$ cat config.mk
export PLATFORM = sky130hd
export DESIGN_NAME = serial_add_ctrl
export DESIGN_NICKNAME = d
export VERILOG_FILES = /design/src/rtl/serial_add_ctrl_pkg.sv /design/src/rtl/serial_add_ctrl_fa.sv /design/src/rtl/serial_add_ctrl.sv
export SDC_FILE = /design/constraint.sdc
export NUM_CORES = 1
export LEC_CHECK = 0
export ABC_CLOCK_PERIOD_IN_PS = 1600
export CORE_ASPECT_RATIO = 0.75
export CORE_MARGIN = 2
export CORE_UTILIZATION = 35
export DETAILED_ROUTE_END_ITERATION = 7
export DONT_BUFFER_PORTS = 1
export SLEW_MARGIN = 20
export SYNTH_ARGS = -nofsm -noshare
export SYNTH_HDL_FRONTEND = slang
export SYNTH_SLANG_ARGS = --single-unit
export TNS_END_PERCENT = 10
$ cat constraint.sdc
create_clock -name clk -period 1.6 [get_ports clk]
set_input_delay 0.16 -clock clk [delete_from_list [all_inputs] [get_ports clk]]
set_output_delay 0.16 -clock clk [all_outputs]
set_load 0.005 [all_outputs]
$ cat src/rtl/serial_add_ctrl_pkg.sv
// Shared definitions for the bit-serial adder controller: FSM state codes and
// the default operand width.
package serial_add_ctrl_pkg;

    typedef enum logic [1:0] {
        ST_IDLE = 2'b00,
        ST_RUN  = 2'b01,
        ST_DONE = 2'b10
    } state_e;

    localparam int SA_DEFAULT_WIDTH = 8;

endpackage : serial_add_ctrl_pkg

$ cat src/rtl/serial_add_ctrl_fa.sv
// One-bit full adder cell, time-shared by the serial adder controller.
module full_adder (
    input  logic a,
    input  logic b,
    input  logic cin,
    output logic sum,
    output logic carry
);

    assign sum   = a ^ b ^ cin;
    assign carry = (a & b) | (cin & (a ^ b));

endmodule : full_adder

$ cat src/rtl/serial_add_ctrl.sv
// Bit-serial adder controller: adds two WIDTH-bit operands LSB first through a
// single full_adder. Optional macro SERIAL_ADD_OVF_EN adds a signed-overflow output.
module serial_add_ctrl
    import serial_add_ctrl_pkg::*;
#(
    parameter int WIDTH = SA_DEFAULT_WIDTH
) (
    input  logic             clk,
    input  logic             rst,
    input  logic             start,
    input  logic [WIDTH-1:0] a,
    input  logic [WIDTH-1:0] b,
    input  logic             cin,
    output logic             busy,
    output logic             done,
    output logic [WIDTH-1:0] sum,
    output logic             cout
`ifdef SERIAL_ADD_OVF_EN
    ,
    output logic             ovf
`endif
);

    localparam int                CNT_W    = (WIDTH > 1) ? $clog2(WIDTH) : 1;
    localparam logic [CNT_W-1:0] CNT_LAST = CNT_W'(WIDTH - 1);
    localparam logic [CNT_W-1:0] CNT_ONE  = CNT_W'(1);

    state_e            state_q;
    logic [WIDTH-1:0]  a_sh_q;
    logic [WIDTH-1:0]  b_sh_q;
    logic [WIDTH-1:0]  sum_sh_q;
    logic [WIDTH-1:0]  sum_sh_d;
    logic              carry_q;
    logic [CNT_W-1:0]  cnt_q;
    logic              busy_q;
    logic              done_q;
    logic [WIDTH-1:0]  sum_q;
    logic              cout_q;
    logic              fa_sum_s;
    logic              fa_carry_s;
`ifdef SERIAL_ADD_OVF_EN
    logic              ovf_q;
`endif

    full_adder u_fa (
        .a     (a_sh_q[0]),
        .b     (b_sh_q[0]),
        .cin   (carry_q),
        .sum   (fa_sum_s),
        .carry (fa_carry_s)
    );

    // Newest sum bit enters at the MSB so the final shift yields the full result.
    assign sum_sh_d = {fa_sum_s, sum_sh_q[WIDTH-1:1]};

    // Control FSM, operand/result shifting and registered handshake outputs.
    always_ff @(posedge clk) begin
        if (rst) begin
            state_q  <= ST_IDLE;
            a_sh_q   <= '0;
            b_sh_q   <= '0;
            sum_sh_q <= '0;
            carry_q  <= 1'b0;
            cnt_q    <= '0;
            busy_q   <= 1'b0;
            done_q   <= 1'b0;
            sum_q    <= '0;
            cout_q   <= 1'b0;
`ifdef SERIAL_ADD_OVF_EN
            ovf_q    <= 1'b0;
`endif
        end else begin
            done_q <= 1'b0;
            case (state_q)
                ST_IDLE: begin
                    if (start) begin
                        a_sh_q  <= a;
                        b_sh_q  <= b;
                        carry_q <= cin;
                        cnt_q   <= '0;
                        busy_q  <= 1'b1;
                        state_q <= ST_RUN;
                    end else begin
                        state_q <= ST_IDLE;
                    end
                end
                ST_RUN: begin
                    a_sh_q   <= {1'b0, a_sh_q[WIDTH-1:1]};
                    b_sh_q   <= {1'b0, b_sh_q[WIDTH-1:1]};
                    sum_sh_q <= sum_sh_d;
                    carry_q  <= fa_carry_s;
                    cnt_q    <= cnt_q + CNT_ONE;
                    if (cnt_q == CNT_LAST) begin
                        sum_q   <= sum_sh_d;
                        cout_q  <= fa_carry_s;
`ifdef SERIAL_ADD_OVF_EN
                        // carry_q here is the carry into the MSB position.
                        ovf_q   <= carry_q ^ fa_carry_s;
`endif
                        done_q  <= 1'b1;
                        state_q <= ST_DONE;
                    end else begin
                        state_q <= ST_RUN;
                    end
                end
                ST_DONE: begin
                    busy_q  <= 1'b0;
                    state_q <= ST_IDLE;
                end
                default: begin
                    busy_q  <= 1'b0;
                    state_q <= ST_IDLE;
                end
            endcase
        end
    end

    assign busy = busy_q;
    assign done = done_q;
    assign sum  = sum_q;
    assign cout = cout_q;
`ifdef SERIAL_ADD_OVF_EN
    assign ovf  = ovf_q;
`endif

endmodule : serial_add_ctrl

== After elaboration in Yosys (flattened, before gate mapping) ==
Cells that the tools add are included.

* Add/subtract/negate cells: 1
* Eq/ne operators: 3
* Mux-type cells: 14
* Bitwise gates (word level): 6
* Reduce and logical (&&, ||, !) cells: 6

{| class="wikitable"
|+ Operators by type and width
! kind !! count
|-
| 8-bit one-hot mux with 2 select lines || 2
|-
| 8-bit 2-to-1 mux || 2
|-
| 3-bit one-hot mux with 2 select lines || 1
|-
| 2-bit AND reduction || 3
|-
| 1-bit 2-to-1 mux || 4
|-
| 1-bit one-hot mux with 2 select lines || 2
|-
| 2-bit one-hot mux with 2 select lines || 1
|-
| 3-bit by 1-bit adder with 3-bit output (second input constant) || 1
|-
| 3-bit equality test (second input constant) || 1
|-
| 3-bit 2-to-1 mux || 1
|-
| 1-bit AND || 2
|-
| 2-bit by 1-bit equality test with 1-bit output (second input constant) || 1
|-
| 2-bit zero test || 1
|-
| 2-bit 2-to-1 mux || 1
|-
| 2-bit inequality test (second input constant) || 1
|-
| 2-bit nonzero test || 1
|-
| 2-bit OR reduction || 1
|-
| 1-bit bitwise XOR || 2
|-
| 1-bit NOT || 1
|-
| 1-bit bitwise OR || 1
|}

* Bits in registers: 41
* Bits of input ports: 20
* Output and inout bits: 11
* Word-level logic and storage cells: 40

== Logic depth before layout (Yosys ltp) ==
Gate-level depths: netlist of the first run.

* Word-level depth: 4
* Gate-level depth with buffers: 6
* Gate-level depth less buffers: 5

== Modules after synthesis ==
Synthesis of the first run repeated with hierarchy kept, for this count alone.

* Cells, all modules: 192
* Area, all modules: 1707.9 µm²

{| class="wikitable"
|+ By module, submodules not included
! module !! instances !! cells an instance !! area an instance (µm²) !! seq. area each (µm²)
|-
| serial_add_ctrl || 1 || 191 || 1687.9 || 800.8
|-
| full_adder || 1 || 1 || 20.0 || 0.0
|}

== Least setup slack after synthesis of the first run ==
OpenSTA, ideal clock, no wires.

* Path type: register -> register
* Start: reg state_q[1]
* End: reg a_sh_q[0]
* Library setup time: 134 ps
* Arrival: 1081 ps
* Data required time: 1466 ps
* Setup slack: 385 ps
* Stages on the path, launching flop included: 6
* Path buffers: 2
* Period minus slack after synthesis: 1215 ps
* Cells stage by stage: dfxtp_1 -> buf_6 -> or3b_4 -> buf_6 -> nor2_2 -> nor4_2

* Cells in the longest elaborated chain, start to end: 3
* Elaborated cells on any way between the ends: 6
* Classes of those cells: eq/ne: 2; mux: 1; reduce/logical: 3

{| class="wikitable"
|+ RTL lines
! item !! RTL line !! RTL
|-
| start: declaration || serial_add_ctrl.sv:28 || <nowiki>state_e state_q;</nowiki>
|-
| start signal: assignment || serial_add_ctrl.sv:59 || <nowiki>state_q <= ST_IDLE;</nowiki>
|-
| start signal: assignment || serial_add_ctrl.sv:82 || <nowiki>state_q <= ST_RUN;</nowiki>
|-
| start signal: assignment || serial_add_ctrl.sv:84 || <nowiki>state_q <= ST_IDLE;</nowiki>
|-
| 2-bit by 1-bit equality test with 1-bit output or 2-bit zero test (tied branches) || serial_add_ctrl.sv:74 || <nowiki>case (state_q)</nowiki>
|-
| 2-bit nonzero test (no line) or 2-bit inequality test (tied branches) || n/a ||
|-
| 2-bit AND reduction (no line) || n/a ||
|-
| end signal: assignment || serial_add_ctrl.sv:88 || <nowiki>a_sh_q <= {1'b0, a_sh_q[WIDTH-1:1]};</nowiki>
|-
| end: declaration || serial_add_ctrl.sv:29 || <nowiki>logic [WIDTH-1:0] a_sh_q;</nowiki>
|}

Parallel ways exist; a longest one is shown, timed or not.
A chain may end at the register's enable or synchronous reset.

== Final worst setup path of the first run ==
* Start: reg state_q[0]
* End: reg a_sh_q[3]

The elaborated chain is that of the path after synthesis.

==> results of run 1 <==
[worst reg2reg max path, delay by kind of cell (launching register included)]
| kind | cells | cell delay (ps) |
|---|---|---|
| AO/OA/AOI/OAI | 1 | 440 |
| flip-flops | 1 | 560 |
| AND/OR/NAND/NOR | 2 | 270 |
[power groups by stage]
stage | logic, mW | clock network [mW] | registers [mW]
final | 0.186 | 0.674 | 1.08
after global routing | 0.218 | 0.759 | 1.09
after CTS | 0.188 | 0.705 | 1.08
after detailed placement | 0.167 | 0 | 1.11
after global placement | 0.167 | 0 | 1.10
after floorplan | 0.177 | 0 | 1.09
[metal layers]
layer  GRT usage [%]  share of wire (%)  vias to the layer above
met3            5.78                7.1                        4
met5               0                  0                        -
met4            6.76                1.2                        0
met2            17.3                 41                       30
li1                -                  -                      634
met1            22.0                 51                      545
[flip-flops by register name (all words and copies together) (netlist names)]
signal and cells:
a_sh_q 8, b_sh_q 8, busy 1, carry_q 1
cnt_q 3, cout 1, done 1, state_q 2
sum 8, sum_sh_q 7
[cell usage in the layout (no fill, tap or decap), types with 2 or more instances in the layout]
master    netlist  layout
a21oi_1        18      18
buf_4           1       4
ha_1            2       2
clkbuf_1        4       2
nand2b_1        2       2
nor4_1         11      11
nand2_1        23      23
dfxtp_1        40      40
nor2_1         47      47
a22oi_1         4       4
nor4_2          2       2
nand3_1         9       9
clkbuf_8        0       6
nor3_1          3       3
nor2_2          2       2
a211oi_1        2       2
[through the flow]
| step | cell area [um^2] | util, % | power (mW) | std cells | setup WS [ps] |
|---|---|---|---|---|---|
| 2_1_floorplan | 1620 | - | 1.27 | 191 | 385 |
| 3_3_place_gp | 1600 | 35.9 | 1.27 | 237 | 305 |
| 3_5_place_dp | 1600 | 35.9 | 1.27 | 237 | 262 |
| 4_1_cts | 1710 | 38.4 | 1.98 | 246 | 247 |
| 5_1_grt | 1710 | 38.4 | 2.07 | 246 | 96.1 |
| 6_report | 1710 | 38.4 | 1.94 | 246 | 240 |
[final timing paths]
path	end	slack, ps	depth (start not counted)
worst max-delay path	a_sh_q[3]	240	3
worst max register to register	a_sh_q[3]	240	3
worst min register to register	sum_sh_q[1]	460	2
worst min-delay path	a_sh_q[7]	40	2
[cell type report]
class	instances	area, um^2
Multi-Input combinational cell	135	698
Clock buffer	8	90.1
Inverter	1	3.75
Tap cell	57	71.3
Sequential cell	40	801
Timing Repair Buffer	5	50.0
Fill cell	471	2750
[cell families after synthesis]
group	Yosys count	synth area share (%)
compound gates	26	9.41
flops	40	49.4
fa+ha+maj	3	2.78
mux	1	0.617
buf+inv	16	7.56
simple gates	105	30.2
==> qor.yml, run 1 <==
drc_errors: 0
die_area_um2: 5200
worstSetupEndpointType: "flop"
p_sw_share_pct: 24.2
wl_um: 3240
ir_worst_vdd_mv: 0.369
cts_sinks: 40
die_w_um: 82.6
grt_max_degree: 41
ys.warnings.count: 0
yosysMostFrequentCell: "nor2_1"
vias: 1213
die_y_um: 62.9
async_reset_ff_share_pct: 0
cts_hold_buf: 1
ys_ff_latch: 40
post-cts-setup-buffers: 0
grt_pass1_wl_um: 5620
grt_usage_pct: 14.5
crit_path_top_delay_cell: "dfxtp_1"
drtIter0Drc: 171
clk_latency_ps: 280
synthCells: 191
cp_max_fo: 17
grt_overflow: 0
hold_class: "input port to flop"
clockPowerShare_pct: 34.7
worstSetupPathType: "flop to flop"
numCtsBuffers: 5
synthTopCellsByArea: "dfxtp_1, nor2_1, a21oi_1"
path_buf_inv: 0
setup_violations: 0
tns_ps: 0
synthDistinctLibCells: 29
ant_nets: 0
num_rows: 21
path_clk_slew_ps: 70
start_kind: "flop"
fin_hold_ws_ps: 40.8
synth_nets: 214
cp-startpoint: "state_q[0]"
max_stage_delay_ps: 560
reg2reg_from: "state_q[0]"
diodes: 0
worstMarginPinSlew_ps: 389
antenna_found_initial: 0
syn_avg_cell_area_um2: 8.49
finalHoldViolations: 0
synth_largest_area_cell: "dfxtp_1"
cts-root-buf: "clkbuf_8"
synth_edf_count: 0
ctsLongestPathBuffers: 2
grt_pass1_vias: 1121
io-pin-count: 31
cp_top_family: "flip-flops"
synth_common_cells: "nor2_1, dfxtp_1, nand2_1, a21oi_1, nor4_1"
powerDensity_nw_per_um2: 1130
period_needed_ps: 1360
drt-pass1-iter-count: 4
synth_area_um2: 1620
cts_tree: "built"
internal_power_mw: 1.47
synth_top_cell_area_share_pct: 49.4
cp_data_required_time_ps: 1790
gp_congestion: 0.707
seq_power_share_pct: 55.7
place.port_buffers: 0
hpwl_um: 2150
timing.fmax_ghz: 0.735
slew_viol_final: 0
cellLeakagePower_nw: 0.638
cts_resized: 0
pwr-share-comb_pct: 9.6
status: "finished clean"
area_delta_synth_final_pct: 5.71
drive_gt1_share_pct: 9.52
yosys_most_used_dff: "dfxtp_1"
cts-htree-levels: 2
finalCritPeriodShare_pct: 85.0
core_um2: 4470
relSlewSlack_pct: 74.0
switchingPower_mw: 0.470
post_drt_wl_per_cell_um: 13.2
hold_start: "a[7]"
maxCapViolCount: 0
grt_setup_unrepaired: "false"
skew_ps: 3.63
seq_area_frac_synth_pct: 49.4
start_util_pct: 36.3
critPathArrivalTime_ps: 1550
nets: 211
path_cells: "o21ba_2 > nor2_1 > nor4_1"
vias_per_cell: 4.93
Note: power is estimated with default switching activity, not from simulation.
==> run 2, diff against run 1 <==
--- a/config.mk
+++ b/config.mk
@@ -5,7 +5,7 @@
 export SDC_FILE = /design/constraint.sdc
 export NUM_CORES = 1
 export LEC_CHECK = 0
-export ABC_CLOCK_PERIOD_IN_PS = 1600
+export ABC_CLOCK_PERIOD_IN_PS = 1290
 export CORE_ASPECT_RATIO = 0.75
 export CORE_MARGIN = 2
 export CORE_UTILIZATION = 35
==> constraint.sdc (replaced) <==
create_clock -name clk -period 1.29 [get_ports clk]
set_input_delay 0.129 -clock clk [delete_from_list [all_inputs] [get_ports clk]]
set_output_delay 0.129 -clock clk [all_outputs]
set_load 0.005 [all_outputs]
==> run 2 against run 1 <==
Compared with the run above:
- final area rose by 9.4%
- fmax grew 9.3%
- critical endpoint is now sum[0]
- hold slack lost 33 ps
- highest routed layer unchanged
- combinational power increased by 45%
==> qor.yml, run 2 (same netlist as run 1, synthesis figures left out) <==
status: "finished clean"
busiest_layer: "met1"
finalHoldViolations: 0  # unchanged
grt_pass1_wl_um: 6130  # +9.1%
cts-root-buf: "clkbuf_8"
hpwl_um: 2330  # +8.8%
diodes: 0  # unchanged
path_buf_inv: 1  # +1
wl_um: 3610  # +11%
grt_pass1_vias: 1246  # +11%
finalCoreUtilization_pct: 42.0  # +3.6 points
fin_hold_ws_ps: 8.24  # -32.5 ps
max_stage_delay_ps: 340  # -220 ps
start_kind: "flop"
ant_nets: 0  # unchanged
drc_errors: 0  # unchanged
cts_tree: "built"
final_common_cell: "nor2_1"
cts_sinks: 40  # unchanged
cellLeakagePower_nw: 0.708  # +11%
post_drt_wl_per_cell_um: 14.2  # +7.4%
period_needed_ps: 1240  # -116 ps
use_met3_pct: 4.91  # -0.87 points
nets: 220  # +4.3%
cts-htree-levels: 2  # unchanged
hold_class: "input port to flop"
drive_gt1_share_pct: 18.2  # +8.7 points
ir_worst_vdd_mv: 0.499  # +35%
fillers: 471  # unchanged
worstMarginPinSlew_ps: 282  # -108 ps
drtIter0Drc: 103  # -40%
area_delta_synth_final_pct: 15.7
die_y_um: 62.9  # unchanged
ctsLongestPathBuffers: 2  # unchanged
clk_latency_ps: 300  # +20 ps
post-cts-setup-buffers: 0  # unchanged
antenna_found_initial: 0  # unchanged
crit_path_top_delay_cell: "dfxtp_2"
place.port_buffers: 0  # unchanged
cp_max_fo: 5  # -12
slew_viol_final: 0  # unchanged
powerDensity_nw_per_um2: 1320  # +16%
path_cells: "ha_4 > ha_4 > nand3b_1 > clkbuf_16 > nand2_1 > a21oi_1"
die_w_um: 82.6  # unchanged
cp_data_required_time_ps: 1530  # -260 ps
multi_input_area_um2: 738  # +5.7%
vias_per_cell: 5.04  # +2.2%
io-pin-count: 31  # unchanged
maxCapViolCount: 0  # unchanged
timing.fmax_ghz: 0.804  # +9.3%
setup_violations: 0  # unchanged
regArea_um2: 805  # +0.47%
critPathArrivalTime_ps: 1480  # -70 ps
drt-pass1-iter-count: 4  # unchanged
skew_ps: 6.64  # +3.01 ps
grt_setup_unrepaired: "true"
use_met2_pct: 20.3  # +2.9 points
vias: 1285  # +5.9%
relSlewSlack_pct: 81.1  # +7.0 points
cp_top_family: "flip-flops"
die_area_um2: 5200  # unchanged
worstSetupPathType: "flop to flop"
num_rows: 21  # unchanged
final_cell_mix: "nor2_1, dfxtp_1, nand2_1"
worstSetupEndpointType: "flop"
gp_congestion: 0.692  # -2.2%
core_um2: 4470  # unchanged
grt_usage_pct: 15.7  # +1.1 points
path_common_cell: "ha_4"
finalCritPeriodShare_pct: 96.4  # +11 points
grt_overflow: 0  # unchanged
path_clk_slew_ps: 80  # about the same
start_util_pct: 36.3  # unchanged
grt_max_degree: 41  # unchanged
grt_util_met1_pct: 22.9  # +0.89 points
numCtsBuffers: 5  # unchanged
run 2: changes by cell type in the layout (fill, tap and decap cells not counted), moves of 3 or more:
cell	before	now
dfxtp_2	0	3
dfxtp_1	40	37
a21oi_2	0	3
buf_4	4	8
a21oi_1	18	15
run 2: timing repair:
item,CTS,global route
gates resized for setup,1,10
cloned,0,1
endpoints found under the hold margin,40,0
endpoints found under the setup margin,2,10
hold buffers,3,0
pin swaps,0,8
run 2: per-stage QoR:
| step | instance area, um^2 | instances | setup slack, ps | setup TNS [ps] | power (mW) |
|---|---|---|---|---|---|
| floorplan | 1620 | 191 | 75.5 | 0 | 1.58 |
| global placement | 1670 | 243 | 51.5 | 0 | 1.60 |
| detailed placement | 1670 | 243 | -1.71 | -1.71 | 1.61 |
| CTS | 1810 | 254 | 46.9 | 0 | 2.49 |
| global route | 1880 | 255 | -22.0 | -67.9 | 2.61 |
| finish | 1880 | 255 | 45.9 | 0 | 2.47 |
run 2: routing by layer:
metal / share of wire, % / vias up / wire [um]
met4: 2.4 / 0 / 85
li1: - / 650 / -
met1: 49 / 595 / 1760
met2: 41 / 32 / 1490
met5: 0 / - / 0
met3: 7.4 / 8 / 268
run 2: worst register-to-register path: stages (launching register included):
cell and delay, ps:
dfxtp_2 340, ha_4 160, ha_4 150, nand3b_1 190, clkbuf_16 190, nand2_1 50
a21oi_1 110
run 2: layout make-up:
class | count | share of cell area (%)
Sequential cell | 40 | 42.9
Multi-Input combinational cell | 135 | 39.4
Timing Repair Buffer | 14 | 8.81
Clock inverter | 2 | 0.534
Clock buffer | 6 | 4.40
Inverter | 1 | 0.200
Tap cell | 57 | 3.80
run 2: final timing paths:
path | to | startpoint | slack [ps] | cells after the start
setup / recovery | sum[0] | cnt_q[1] | 50 | 6
hold / removal | b_sh_q[5] | b[5] | 8 | 2
setup reg to reg | sum[0] | cnt_q[1] | 50 | 6
hold reg to reg | sum_sh_q[1] | sum_sh_q[1] | 460 | 2
run 2: where the power goes:
part | switching (mW) | leakage, nW | internal, mW | total [mW]
registers | 0.0455 | 0.328 | 1.30 | 1.35
clock network | 0.429 | 0.0510 | 0.426 | 0.856
logic | 0.149 | 0.329 | 0.120 | 0.269
total | 0.623 | 0.708 | 1.85 | 2.47
==> run 3, diff against run 2 <==
--- a/config.mk
+++ b/config.mk
@@ -5,12 +5,13 @@
 export SDC_FILE = /design/constraint.sdc
 export NUM_CORES = 1
 export LEC_CHECK = 0
-export ABC_CLOCK_PERIOD_IN_PS = 1290
+export ABC_CLOCK_PERIOD_IN_PS = 1070
 export CORE_ASPECT_RATIO = 0.75
 export CORE_MARGIN = 2
 export CORE_UTILIZATION = 35
 export DETAILED_ROUTE_END_ITERATION = 7
 export DONT_BUFFER_PORTS = 1
+export MAX_ROUTING_LAYER = met4
 export SLEW_MARGIN = 20
 export SYNTH_ARGS = -nofsm -noshare
 export SYNTH_HDL_FRONTEND = slang
==> constraint.sdc (replaced) <==
create_clock -name clk -period 1.07 [get_ports clk]
set_input_delay 0.107 -clock clk [delete_from_list [all_inputs] [get_ports clk]]
set_output_delay 0.107 -clock clk [all_outputs]
set_load 0.005 [all_outputs]
==> run 3 against run 2 <==
Compared with the run above:
- the flow now finishes with violations (negative hold slack, negative setup slack)
- critical path depth up 1
- die area unchanged
- core utilization grew 1.7 points
- sequential power is 20% higher
- flip-flop and latch count unchanged
- sequential share of layout area shrank 1.4 points
- clock power up 20%
- power grew 21%
- final area grew 4.0%
- wire length shrank 1.2%
- non-clock buffer count grew 2
==> qor.yml, run 3 (same netlist as run 1, synthesis figures left out) <==
path_common_cell: "ha_4"
fin_hold_ws_ps: -123  # -131 ps
finalCoreUtilization_pct: 43.7  # +1.7 points
cp_data_required_time_ps: 1300  # -230 ps
path_clk_slew_ps: 80  # about the same
hpwl_um: 2310  # -1.2%
grt_setup_unrepaired: "true"
rr_worst_depth: 7  # +1
wl_um: 3570  # -1.2%
vias: 1297  # +0.93%
reg2reg_to: "sum[2]"
drc_errors: 0  # unchanged
critPathArrivalTime_ps: 1430  # -50 ps
cts_tree: "built"
fillers: 447  # -5.1%
ant_nets: 0  # unchanged
cts-root-buf: "clkbuf_8"
path_cells: "ha_4 > ha_4 > nand3b_1 > buf_6 > buf_12 > nand2_1 > a21oi_2"
layout.cells.non_filler: 257  # +0.78%
drtIter0Drc: 110  # +6.8%
area_delta_synth_final_pct: 20.3
antenna_found_initial: 0  # unchanged
place.port_buffers: 0  # unchanged
grt_pass1_vias: 1194  # -4.2%
setup_violations: 30  # +30
crit_path_top_delay_cell: "dfxtp_2"
placed_cells: 247  # +1.6%
vias_per_cell: 5.05  # +0.15%
grt_max_degree: 41  # unchanged
cp-startpoint: "cnt_q[1]"
post_drt_wl_per_cell_um: 13.9  # -2.0%
violations: "negative hold slack, negative setup slack"
timing.fmax_ghz: 0.829  # +3.2%
max_stage_delay_ps: 340  # about the same
grt_pass1_wl_um: 5900  # -3.7%
die_y_um: 62.9  # unchanged
reg2reg_from: "cnt_q[1]"
relSlewSlack_pct: 84.8  # +3.8 points
maxCapViolCount: 0  # unchanged
critPathCapture: "sum[2]"
multi_input_area_um2: 779  # +5.6%
finalHoldViolations: 40  # +40
drive_gt1_share_pct: 26.5  # +8.3 points
drt-pass1-iter-count: 4  # unchanged
finalCritPeriodShare_pct: 113  # +16 points
gp_congestion: 0.742  # +7.2%
nets: 222  # +0.91%
ir_worst_vdd_mv: 0.685  # +37%
worstSetupEndpointType: "flop"
numCtsBuffers: 5  # unchanged
cts-htree-levels: 2  # unchanged
worstMarginPinSlew_ps: 225  # -56.2 ps
cp_max_fo: 6  # +1
period_needed_ps: 1210  # -38.4 ps
ctsLongestPathBuffers: 2  # unchanged
die_w_um: 82.6  # unchanged
rrSetupSlack_ps: -140  # -180 ps
cts_sinks: 40  # unchanged
clk_latency_ps: 290  # about the same
worst_slack_ps: -136  # -182 ps
hold_class: "input port to flop"
diodes: 0  # unchanged
status: "complete, but fails checks"
num_rows: 21  # unchanged
skew_ps: 7.75  # +1.11 ps
core_um2: 4470  # unchanged
start_util_pct: 36.3  # unchanged
cellLeakagePower_nw: 0.727  # +2.7%
die_area_um2: 5200  # unchanged
start_kind: "flop"
regArea_um2: 810  # +0.62%
final_cell_mix: "nor2_1, dfxtp_1, nand2_1"
final_common_cell: "nor2_1"
grt_usage_pct: 15.3  # -0.34 points
grt_overflow: 0  # unchanged
powerDensity_nw_per_um2: 1530  # +16%
worstSetupPathType: "flop to flop"
io-pin-count: 31  # unchanged
slew_viol_final: 0  # unchanged
## run 3: final cells by class
class / instances / area share [%]
clock buffers: 6 / 4.23
clock inverters: 2 / 0.513
inverters: 1 / 0.192
repair buffers: 16 / 9.94
flip-flops and latches: 40 / 41.5
multi-input cells: 135 / 40.0
well taps: 57 / 3.66
## run 3: through the flow
stage	setup slack [ps]	setup TNS, ps	hold WS, ps	cell area (um^2)	power (mW)
floorplan	-123	-2530	268	1620	1.90
global placement	-191	-3740	181	1730	1.96
detailed placement	-174	-4130	183	1730	1.97
CTS	-136	-2410	-133	1920	3.01
global route	-201	-4080	-153	1950	3.15
finish	-136	-2360	-123	1950	2.98
## run 3: where the power goes
group	total, mW	switching (mW)	internal, mW
sequential	1.62	0.0534	1.57
combinational	0.329	0.164	0.165
clock	1.03	0.513	0.515
total	2.98	0.731	2.25
## run 3: repair_timing
action | 4_1_cts | 5_1_grt
buffers inserted | 1 | 0
endpoints found under the setup margin | 39 | 39
hold endpoints to repair | 40 | 40
resized for setup | 18 | 9
cloned | 1 | 0
pin swaps | 13 | 3
## run 3: worst max-delay path: cells and delay by family (launching register included)
family	cells	cell delay, ps
compound gates	1	110
simple gates	2	150
buf+inv	2	240
fa+ha+maj	2	310
flops	1	340
## run 3: worst min-delay path by stage
| stage | end | cells past startpoint | slack (ps) | from |
|---|---|---|---|---|
| floorplan | a_sh_q[7] | 2 | 270 | a[7] |
| global placement | sum[3] | 1 | 180 | rst |
| detailed placement | sum_sh_q[4] | 1 | 180 | rst |
| CTS | sum[3] | 1 | -130 | rst |
| global route | sum[6] | 1 | -150 | rst |
| finish | sum_sh_q[4] | 1 | -120 | rst |
## run 3: routing by layer
metal  up-vias  global-route usage [%]  part of all wire (%)
li1        656                       -                     -
met1       594                    20.8                    50
met4         0                    4.30                   1.3
met3         9                    6.65                   7.4
met2        38                    20.7                    42
met5         -                       -                     0
